## config.mk

```make
export PLATFORM = sky130hd
export DESIGN_NAME = nibble_serial_subtractor
export DESIGN_NICKNAME = d
export VERILOG_FILES = /design/src/rtl/nibble_serial_subtractor.sv
export SDC_FILE = /design/constraint.sdc
export NUM_CORES = 1
export LEC_CHECK = 0
export ABC_CLOCK_PERIOD_IN_PS = 3100
export BUFFER_PORTS_ARGS = -buffer_cell sky130_fd_sc_hd__buf_2
export CAP_MARGIN = 20
export CELL_PAD_IN_SITES_DETAIL_PLACEMENT = 0
export CELL_PAD_IN_SITES_GLOBAL_PLACEMENT = 1
export CORE_MARGIN = 2
export CORE_UTILIZATION = 43
export DETAILED_ROUTE_END_ITERATION = 10
export MAX_ROUTING_LAYER = met4
export PLACE_DENSITY = 0.84
export RECOVER_POWER = 50
export SYNTH_ARGS = -nofsm -noshare
export SYNTH_HDL_FRONTEND = slang
export SYNTH_SLANG_ARGS = --single-unit
```

## constraint.sdc

```tcl
create_clock -name clk -period 3.1 [get_ports clk]
set_input_delay 0.31 -clock clk [delete_from_list [all_inputs] [get_ports clk]]
set_output_delay 0.31 -clock clk [all_outputs]
set_load 0.05 [all_outputs]
```

## src/rtl/nibble_serial_subtractor.sv

```systemverilog
// Multi-cycle W-bit subtractor (d = a - b - bin), one 4-bit borrow-lookahead slice per clock.
// Optional compare outputs lt/eq/gt are built when SUB_COMPARE_EN is defined.
module nibble_serial_subtractor #(
  parameter int unsigned NIBBLES = 4
) (
  input  logic                 clk,
  input  logic                 rst,
  input  logic                 start,
  input  logic [4*NIBBLES-1:0] a,
  input  logic [4*NIBBLES-1:0] b,
  input  logic                 bin,
  output logic                 busy,
  output logic                 done,
  output logic [4*NIBBLES-1:0] d,
  output logic                 bout,
  output logic                 ovf
`ifdef SUB_COMPARE_EN
  ,
  output logic                 lt,
  output logic                 eq,
  output logic                 gt
`endif
);
  localparam int unsigned W  = 4 * NIBBLES;
  localparam int unsigned IW = (NIBBLES > 1) ? $clog2(NIBBLES) : 1;

  typedef enum logic [1:0] {S_IDLE, S_BUSY, S_DONE} state_t;

  state_t        r_state, w_next;
  logic [W-1:0]  r_a, r_b, r_d, w_d_new;
  logic          r_borrow, r_bout, r_ovf;
  logic [IW-1:0] r_idx;
  logic [3:0]    w_as, w_bs, w_g, w_p, w_diff;
  logic [4:0]    w_c;
  logic          w_last, w_ovf_new, w_zero;
`ifdef SUB_COMPARE_EN
  logic          r_lt, r_eq, r_gt;
`endif

  assign w_as = r_a[{r_idx, 2'b00} +: 4];
  assign w_bs = r_b[{r_idx, 2'b00} +: 4];
  assign w_g  = ~w_as & w_bs;
  assign w_p  = ~(w_as ^ w_bs);

  // Borrow lookahead: every slice borrow is a flat function of g/p and the slice borrow-in
  assign w_c[0] = r_borrow;
  assign w_c[1] = w_g[0] | (w_p[0] & r_borrow);
  assign w_c[2] = w_g[1] | (w_p[1] & w_g[0]) | (w_p[1] & w_p[0] & r_borrow);
  assign w_c[3] = w_g[2] | (w_p[2] & w_g[1]) | (w_p[2] & w_p[1] & w_g[0])
                | (w_p[2] & w_p[1] & w_p[0] & r_borrow);
  assign w_c[4] = w_g[3] | (w_p[3] & w_g[2]) | (w_p[3] & w_p[2] & w_g[1])
                | (w_p[3] & w_p[2] & w_p[1] & w_g[0])
                | (w_p[3] & w_p[2] & w_p[1] & w_p[0] & r_borrow);
  assign w_diff = w_as ^ w_bs ^ w_c[3:0];

  always_comb begin
    w_d_new = r_d;
    w_d_new[{r_idx, 2'b00} +: 4] = w_diff;
  end

  assign w_last    = (r_idx == IW'(NIBBLES - 1));
  assign w_ovf_new = (r_a[W-1] ^ r_b[W-1]) & (w_diff[3] ^ r_a[W-1]);
  assign w_zero    = (w_d_new == '0);

  always_ff @(posedge clk or posedge rst) begin
    if (rst) r_state <= S_IDLE;
    else     r_state <= w_next;
  end

  always_comb begin
    w_next = r_state;
    case (r_state)
      S_IDLE:  if (start) w_next = S_BUSY;
      S_BUSY:  if (w_last) w_next = S_DONE;
      S_DONE:  w_next = S_IDLE;
      default: w_next = S_IDLE;
    endcase
  end

  always_comb begin
    busy = (r_state != S_IDLE);
    done = (r_state == S_DONE);
    d    = r_d;
    bout = r_bout;
    ovf  = r_ovf;
`ifdef SUB_COMPARE_EN
    lt   = r_lt;
    eq   = r_eq;
    gt   = r_gt;
`endif
  end

  always_ff @(posedge clk or posedge rst) begin
    if (rst) begin
      r_a      <= '0;
      r_b      <= '0;
      r_d      <= '0;
      r_borrow <= 1'b0;
      r_idx    <= '0;
      r_bout   <= 1'b0;
      r_ovf    <= 1'b0;
`ifdef SUB_COMPARE_EN
      r_lt     <= 1'b0;
      r_eq     <= 1'b0;
      r_gt     <= 1'b0;
`endif
    end else begin
      case (r_state)
        S_IDLE: if (start) begin
          r_a      <= a;
          r_b      <= b;
          r_borrow <= bin;
          r_idx    <= '0;
          r_d      <= '0;
        end
        S_BUSY: begin
          r_d      <= w_d_new;
          r_borrow <= w_c[4];
          // Index parks on the last slice so it never selects past the operand
          if (w_last) begin
            r_bout <= w_c[4];
            r_ovf  <= w_ovf_new;
`ifdef SUB_COMPARE_EN
            r_lt   <= w_c[4];
            r_eq   <= w_zero & ~w_c[4];
            r_gt   <= ~w_c[4] & ~(w_zero & ~w_c[4]);
`endif
          end else begin
            r_idx <= r_idx + 1'b1;
          end
        end
        default: ;
      endcase
    end
  end

`ifndef SUB_COMPARE_EN
  logic w_unused;
  assign w_unused = w_zero;
`endif

endmodule

```

# ---- Yosys cells after proc, flatten, opt, wreduce, memory -nomap -nowiden
# Index checks and enable logic that the tools add are counted.
dict set report op_classes {
  bitwise_logic 34
  mul 0
  order_cmp 0
  add_sub_neg 2
  shift 4
  n_mux 11
  div 0
  reduce_logical 8
  n_eq_ne 6
}
# cell count
set ops {}
lappend ops {{$pmux W16 S2} 1}
lappend ops {{$shiftx A16 B5 Y4} 2}
lappend ops {{$and A1 B1 Y1} 17}
lappend ops {{$bwmux W16} 1}
lappend ops {{$mux W16} 1}
lappend ops {{$shift A4 B6 Y16 const A} 1}
lappend ops {{$shiftx A4 B6 Y16} 1}
lappend ops {{$or A1 B1 Y1} 10}
lappend ops {{$mux W2} 4}
lappend ops {{$not A4 Y4} 2}
lappend ops {{$pmux W2 S2} 2}
lappend ops {{$reduce_and A2 Y1} 4}
lappend ops {{$xor A4 B4 Y4} 2}
lappend ops {{$ne A2 B2 Y1 const B} 3}
lappend ops {{$neg A4 Y6} 1}
lappend ops {{$and A4 B4 Y4} 1}
lappend ops {{$eq A2 B2 Y1 const B} 2}
lappend ops {{$reduce_bool A2 Y1} 2}
lappend ops {{$reduce_and A3 Y1} 1}
lappend ops {{$add A2 B1 Y2 const B} 1}
lappend ops {{$eq A2 B1 Y1 const B} 1}
lappend ops {{$logic_not A2 Y1} 1}
lappend ops {{$pmux W1 S2} 1}
lappend ops {{$xor A1 B1 Y1} 2}
lappend ops {{$mux W1} 1}
dict set report word_totals {
  mem_bits_rw 0
  in_bits 36
  latchBits 0
  elab_cells 73
  mem_count 0
  out_inout_bits 20
  romBits 0
  regBits 55
}

# ---- Longest topological paths before layout
# Gate-level depths: netlist of the first run.
dict set report logic_depth {
  depth_word 11
  mapped_depth 8
  ltp_nobuf 7
}

# ---- Least setup slack after synthesis of the first run
# Ideal clock, no wire load.
dict set report synth_timing {
  kind {flip-flop to flip-flop}
  startpoint {register r_idx[0]}
  endpoint {register r_ovf, in the netlist ovf}
  arrival_time_ns 2.411
  t_required_ns 3.013
  path_stages_with_launch 9
  setup_ns 0.087
  period_less_slack_ns 2.498
  n_path_buf 1
  slack_ns 0.602
  cell_sequence {dfrtp_1 > buf_2 > mux4_2 > inv_1 > ha_1 > a21o_1 > and4_4 > or3_1 > o211ai_1}
}
dict set report synth_between {
  elab_chain_cells 10
  elab_cells_between_ends 19
  classes_between {eq/ne (1); shift (2); bitwise (15); reduce/logical (1)}
}
# item line_no
set synth_rtl {}
lappend synth_rtl {{start: declaration} 32} ;# logic [IW-1:0] r_idx;
lappend synth_rtl {{start signal: assignment} 129} ;# r_idx <= r_idx + 1'b1;
lappend synth_rtl {{$shiftx A16 B5 Y4 (on tied branches)} {40, 41}}
lappend synth_rtl {{$xor A4 B4 Y4 / $not A4 Y4 (equally long branches)} {43, 54, 42}}
lappend synth_rtl {{$not A4 Y4 / $and A4 B4 Y4 (equally long branches)} {43, 42}}
lappend synth_rtl {{$and A1 B1 Y1 (on tied branches)} {49, 50}}
lappend synth_rtl {{$or A1 B1 Y1, or another cell as far along} 49} ;# assign w_c[3] = w_g[2] | (w_p[2] & w_g[1]) | (w_p[2] & w_p[1] & w_g[0])
lappend synth_rtl {{$or A1 B1 Y1 / $and A1 B1 Y1 (equally long branches)} {49, 50}}
lappend synth_rtl {{$or A1 B1 Y1} 50} ;# | (w_p[2] & w_p[1] & w_p[0] & r_borrow);
lappend synth_rtl {{$xor A4 B4 Y4} 54} ;# assign w_diff = w_as ^ w_bs ^ w_c[3:0];
lappend synth_rtl {{$xor A1 B1 Y1} 62} ;# assign w_ovf_new = (r_a[W-1] ^ r_b[W-1]) & (w_diff[3] ^ r_a[W-1]);
lappend synth_rtl {{$and A1 B1 Y1} 62}
lappend synth_rtl {{end signal: assignment} 122} ;# r_ovf <= w_ovf_new;
lappend synth_rtl {{end: declaration} 31} ;# logic r_borrow, r_bout, r_ovf;
# Parallel ways exist; a longest one is shown, timed or not.
# A chain may end at the register's enable or synchronous reset.

# ---- Final worst setup path of the first run
dict set report layout_timing {
  startpoint {register r_idx[0]}
  endpoint {register r_d[3], in the netlist d[3]}
}
dict set report layout_between {
  elab_chain_cells 11
  elab_cells_between_ends 27
  classes_between {add/sub (1); shift (4); mux (2); bitwise (20)}
}
# item line_no
set layout_rtl {}
lappend layout_rtl {{$shiftx A16 B5 Y4 (on tied branches)} {40, 41}}
lappend layout_rtl {{$xor A4 B4 Y4 / $not A4 Y4 (equally long branches)} {43, 54, 42}}
lappend layout_rtl {{$not A4 Y4 / $and A4 B4 Y4 (equally long branches)} {43, 42}}
lappend layout_rtl {{$and A1 B1 Y1 (on tied branches)} {49, 50}}
lappend layout_rtl {{$or A1 B1 Y1, or another cell as far along} 49}
lappend layout_rtl {{$or A1 B1 Y1 / $and A1 B1 Y1 (equally long branches)} {49, 50}}
lappend layout_rtl {{$or A1 B1 Y1} 50}
lappend layout_rtl {{$xor A4 B4 Y4} 54}
lappend layout_rtl {{$shiftx A4 B6 Y16} 58} ;# w_d_new[{r_idx, 2'b00} +: 4] = w_diff;
lappend layout_rtl {{$bwmux W16 *} 58}
lappend layout_rtl {{$pmux W16 S2 *} 108} ;# case (r_state)
lappend layout_rtl {{end signal: assignment} 117} ;# r_d <= w_d_new;
lappend layout_rtl {{end: declaration} 30} ;# logic [W-1:0] r_a, r_b, r_d, w_d_new;
# Mark *: on every way between the ends. The rest lies on a longest branch, timed or not.

==> results of run 1 <==
## cell families after synthesis
kind of cell               share of synthesized area
DFF                                            0.528
muxes                                          0.207
xor gates and xnor gates                     0.00673
adders and majority gates                     0.0461
and+or+nand+nor                               0.0778
buffers and inverters                         0.0500
AOI/OAI and AO/OA                             0.0836
## per-stage QoR
step | hold slack [ns] | setup slack, ns | cells | utilization | cell area (µm²)
global placement | 0.467 | 0.577 | 326 | 0.500 | 2950
CTS | 0.0283 | 0.496 | 335 | 0.518 | 3050
detailed placement | 0.375 | 0.507 | 327 | 0.504 | 2970
floorplan | 0.462 | 0.602 | 201 | - | 2610
global route | 0.212 | 0.297 | 335 | 0.513 | 3020
finish | 0.153 | 0.514 | 335 | 0.513 | 3020
## per-layer routing
metal,vias up,wire length (µm),part of all wire
li1,843,-,-
met1,845,2430,0.49
met2,51,2250,0.45
met3,6,232,0.047
met4,0,59,0.012
met5,-,0,0
## synth_stat cells, types with 2 or more instances
master     number
dfrtp_1        55
mux2_2         32
inv_1          23
o22ai_1        13
a21oi_1         8
ha_1            8
mux4_2          8
nand2_1         7
buf_4           4
o2bb2ai_1       4
nand2b_1        3
nor2_1          3
nor3_1          3
o21ai_0         3
or4_4           3
buf_2           2
nor2b_1         2
## placed cells by master, fill, tap and decap left out, types with 2 or more instances in the layout
| master | Yosys | layout |
|---|---|---|
| buf_2 | 2 | 45 |
| inv_1 | 23 | 23 |
| clkbuf_1 | 1 | 12 |
| o22ai_1 | 13 | 13 |
| ha_1 | 8 | 8 |
| mux4_2 | 8 | 8 |
| dfrtp_1 | 55 | 55 |
| a21oi_1 | 8 | 8 |
| nor3_1 | 3 | 3 |
| nand2_1 | 7 | 7 |
| nand2b_1 | 3 | 3 |
| nor2b_1 | 2 | 2 |
| o2bb2ai_1 | 4 | 4 |
| clkbuf_8 | 0 | 5 |
| buf_4 | 4 | 2 |
| mux2_2 | 32 | 32 |
| nor2_1 | 3 | 3 |
| or4_4 | 3 | 3 |
| o21ai_0 | 3 | 3 |
## layout make-up
type	instances	area, µm²
multi-input cells	116	1100
flip-flops and latches	55	1380
repair buffers	58	282
clock inverters	2	12.5
clock buffers	6	72.6
well taps	75	93.8
inverters	23	86.3
fillers	553	2860
## critical path, cell delays in order, from the launching register on
cell,delay [ns]
dfrtp_1,0.59
mux4_2,0.55
inv_1,0.11
ha_1,0.26
a21o_1,0.17
and4_4,0.20
nor3_1,0.43
o22ai_1,0.14
## final timing paths
path / end / slack (ns) / cells after the start
worst max register to register: d[3] / 0.51 / 7
worst max-delay path: d[3] / 0.51 / 7
min in group clk: r_b[10] / 0.23 / 2
worst min-delay path: d[12] / 0.15 / 2
max in group asynchronous: r_b[0] / 0.85 / 3
worst min register to register: bout / 0.49 / 2
## sequential cells by signal, indices dropped and copies added (netlist names)
signal	cells
r_b	16
ovf	1
d	16
r_state	2
r_a	16
r_borrow	1
r_idx	2
bout	1
==> run summary, run 1 <==
Met1 Use GR: 0.238
Clock Tree Buf Depth: 2
Relative slew slack: -0.166
Async SR Flop Fraction: 1.00
Worst setup path startpoint: r_idx[0]
CP Data Arrival Time: 2.76 ns
Vias per cell: 5.21
FF+latch count, synth: 55
DIE WIDTH: 81.8 µm
Layout cells sized above 1: 0.392
First-pass GRT wire length: 8260 µm
WL/cell: 14.8 µm
DRC: 0
Maxcap violations: 1
RSZ-0062 raised after global routing: false
Die Span Y: 81.8 µm
Antenna cells: 0
CTS tree: done
Postcts setup bufs: 0
Setup violators final: 0
Cts hold-fix bufs: 0
Total GRT Usage: 0.170
Met2 GRT Util: 0.250
# nets final: 304
Top cell type by total area after synthesis: dfrtp_1
HP Class: input pin to async pin
Htree depth: 2
Worst-margin pin slew: 1.75 ns
Share of the synthesized area in the top cell type: 0.528
Worst Path Max Fanout: 7
Synth Area per Inst: 13.0 µm²
Detailed Route Iter0 Violations: 107
DRT Pass-1 Iters: 4
IO buf count: 55
Main synth FF type: dfrtp_1
Final wirelength: 4970 µm
Syn Nets: 246
Netlist cell types: 37
Antenna viol nets, final: 0
Grt total ovfl: 0
Status: finished, violations left
EDFF count, synth: 0
Core area: 5890 µm²
Final period utilization: 0.834
Data required time at the worst endpoint: 3.28 ns
Mapped Cells: 201
CTS Buf Count: 5
Starting Density: 0.443
Final HPWL DP: 3760 µm
Largest net degree at the start of global routing: 34
FMAX: 387 MHz
Critical Path Source Type: flop
Cell Rows: 28
Fin. Hold Viols: 0
Initial antenna violation count: 0
P&R area growth vs syn: 16.0%
Clock Latency Late Sink: 0.31 ns
Failing checks: max-capacitance violations, max-slew violations
Top-level port count: 56
Yosys warns: 0
Root Driver: clkbuf_8
M3 GR Usage: 0.0363
Largest cells by area after synthesis: dfrtp_1 (53%), mux2_2 (14%), mux4_2 (6.9%)
Vias in the first global route: 1674
Seq/Total Area, Yosys: 0.528
DR vias: 1745
Grt peak-use layer: met2
Clock Pin Slew Worst Setup and Hold Paths: 0.10 ns
Cell Area, Synth: 2600 µm²
Final Max Slew Viols: 34
Setup Skew: 0.0112 ns
Die area: 6700 µm²
Period minus WS final: 2.59 ns
CP Capture Type: flop
Setup tns final: 0 ns
Routability cong.: 0.847
CTS sink count: 55
Post-CTS Resized: 0
RR Startpoint: r_idx[0]
Crit Path Class: flop to flop
Power of run 1 is not shown: default switching activity piles up to over one toggle a cycle in this logic, so the estimate is an artifact.
==> inputs of run 2 (changes only) <==
--- a/config.mk
+++ b/config.mk
@@ -5,7 +5,7 @@
 export SDC_FILE = /design/constraint.sdc
 export NUM_CORES = 1
 export LEC_CHECK = 0
-export ABC_CLOCK_PERIOD_IN_PS = 3100
+export ABC_CLOCK_PERIOD_IN_PS = 2400
 export BUFFER_PORTS_ARGS = -buffer_cell sky130_fd_sc_hd__buf_2
 export CAP_MARGIN = 20
 export CELL_PAD_IN_SITES_DETAIL_PLACEMENT = 0
==> constraint.sdc (replaced) <==
create_clock -name clk -period 2.4 [get_ports clk]
set_input_delay 0.24 -clock clk [delete_from_list [all_inputs] [get_ports clk]]
set_output_delay 0.24 -clock clk [all_outputs]
set_load 0.05 [all_outputs]
==> run 2 against run 1 <==
Against the previous run: the flow now finishes without violations; clock skew decreased by 0.0018 ns; die area unchanged; final area increased by 5.1%; sequential share of layout area decreased by 2.2 points; global-route usage increased by 0.25 points; cell count increased by 2.4%; hold slack improved by 0.0054 ns; via count decreased by 1.7%; wire length increased by 2.6%; highest routed layer unchanged.
==> run summary, run 2 (synthesis gave the netlist of run 1 again) <==
Vias per cell: 5.00 (was 5.21)
DRC: 0 (unchanged)
CP Cell Sequence: buf_4 > mux4_2 > ha_4 > o21ai_0 > o21a_1 > or3_1 > o211ai_1 (was mux4_2 > inv_1 > ha_1 > a21o_1 > and4_4 > nor3_1 > o22ai_1)
Commonest non-fill, non-tap cell in the layout: dfrtp_1 (unchanged)
DRT Pass-1 Iters: 4 (unchanged)
Pre-CTS WS: 0.0157 ns (was 0.507 ns)
Root Driver: clkbuf_8 (unchanged)
CTS tree: done (unchanged)
CP Data Arrival Time: 2.49 ns (was 2.76 ns)
Die area: 6700 µm² (unchanged)
Status: finished clean (was finished, violations left)
Layout cells sized above 1: 0.444 (was 0.392)
P&R area growth vs syn: 21.9% (was 16.0%)
Clock Pin Slew Worst Setup and Hold Paths: 0.09 ns (was 0.10 ns)
Final Max Slew Viols: 0 (was 34)
WHS: 0.159 ns (was 0.153 ns)
IO buf count: 55 (unchanged)
HP Class: input pin to flop (was input pin to async pin)
Clock Latency Late Sink: 0.31 ns (about the same)
Critical-path top delay cell: mux4_2 (was dfrtp_1)
# nets final: 312 (was 304)
Htree depth: 2 (unchanged)
Initial antenna violation count: 0 (unchanged)
Final period utilization: 0.944 (was 0.834)
Antenna viol nets, final: 0 (unchanged)
Grt total ovfl: 0 (unchanged)
CTS sink count: 55 (unchanged)
Antenna cells: 0 (unchanged)
CP Capture Type: flop (unchanged)
Crit Path Class: flop to flop (unchanged)
Starting Density: 0.443 (unchanged)
Total GRT Usage: 0.172 (was 0.170)
Setup violators final: 0 (unchanged)
Top-level port count: 56 (unchanged)
Worst stage delay on the critical path: 0.53 ns (was 0.59 ns)
Utilization after layout: 0.540 (was 0.513)
DIE WIDTH: 81.8 µm (unchanged)
CTS Buf Count: 5 (unchanged)
Period minus WS final: 2.26 ns (was 2.59 ns)
Final HPWL DP: 3720 µm (was 3760 µm)
WL/cell: 14.9 µm (was 14.8 µm)
Maxcap violations: 0 (was 1)
Relative slew slack: 0.109 (was -0.166)
DR vias: 1715 (was 1745)
Final wirelength: 5100 µm (was 4970 µm)
Largest net degree at the start of global routing: 56 (was 34)
Detailed Route Iter0 Violations: 102 (was 107)
Die Span Y: 81.8 µm (unchanged)
Setup Skew: 0.00945 ns (was 0.0112 ns)
Routability cong.: 0.772 (was 0.847)
Critical Path Source Type: flop (unchanged)
Clock Tree Buf Depth: 2 (unchanged)
Worst Path Max Fanout: 6 (was 7)
First-pass GRT wire length: 8400 µm (was 8260 µm)
Fin. Hold Viols: 0 (unchanged)
Worst-margin pin slew: 1.34 ns (was 1.75 ns)
Core area: 5890 µm² (unchanged)
FMAX: 442 MHz (was 387 MHz)
Vias in the first global route: 1731 (was 1674)
Filler Cells Inserted: 539 (was 553)
Data required time at the worst endpoint: 2.63 ns (was 3.28 ns)
Final worst slack: 0.135 ns (was 0.514 ns)
Cell Rows: 28 (unchanged)
Most frequent cells in the layout: dfrtp_1 (54), buf_2 (46), mux2_2 (32) (was dfrtp_1 (55), buf_2 (45), mux2_2 (32))
-- run 2: cell count changes in the layout (fill, tap and decap cells not counted), sizes merged --
cell / before / now
bufinv: 0 / 1
buf: 47 / 56
clkinvlp: 1 / 0
clkbuf: 17 / 16
-- run 2: layout make-up --
cell class / instances / area, µm² / area share
clock buffer: 6 / 82.6 / 0.0260
tap: 75 / 93.8 / 0.0296
sequential: 55 / 1380 / 0.434
clock inverter: 2 / 35.0 / 0.0110
inverter: 23 / 86.3 / 0.0272
timing repair buffer: 66 / 360 / 0.113
multi-input combinational: 116 / 1140 / 0.359
-- run 2: per-layer routing --
layer	part of all wire	vias to the layer above	track usage
li1	-	845	-
met1	0.49	823	0.233
met2	0.46	42	0.266
met3	0.045	5	0.0275
met4	0.012	0	0.0600
met5	0	-	-
-- run 2: final timing paths --
| path | startpoint | to | slack [ns] | depth (start not counted) |
|---|---|---|---|---|
| worst min-delay path | a[8] | r_a[8] | 0.16 | 2 |
| max in group asynchronous | rst | r_idx[0] | 1.14 | 3 |
| worst max-delay path | r_idx[0] | ovf | 0.14 | 7 |
| worst max register to register | r_idx[0] | ovf | 0.14 | 7 |
| worst min register to register | d[13] | d[13] | 0.50 | 1 |
| min in group asynchronous | rst | d[13] | 0.37 | 3 |
-- run 2: worst max-delay path: cells and delay by family (launching register included) --
kind | cells | cell delay, ns
buffers and inverters | 1 | 0.14
AND/OR/NAND/NOR | 1 | 0.30
multiplexers | 1 | 0.53
adder cells (fa/ha/maj) | 1 | 0.30
flip-flops | 1 | 0.46
AO/OA/AOI/OAI | 3 | 0.45
-- run 2: stage by stage --
step	setup TNS, ns	instances	cell area [µm²]
6_report	0	343	3180
5_1_grt	-0.00106	343	3180
4_1_cts	0	342	3140
3_5_place_dp	0	334	3020
3_3_place_gp	0	334	3020
2_1_floorplan	0	201	2610
-- run 2: timing repair --
action,CTS,global route
resized for setup,1,6
endpoints found under the hold margin,0,0
setup endpoints to repair,1,5
buffers inserted,0,1
hold buffers,0,0
Power of run 2 is left out for the same reason.
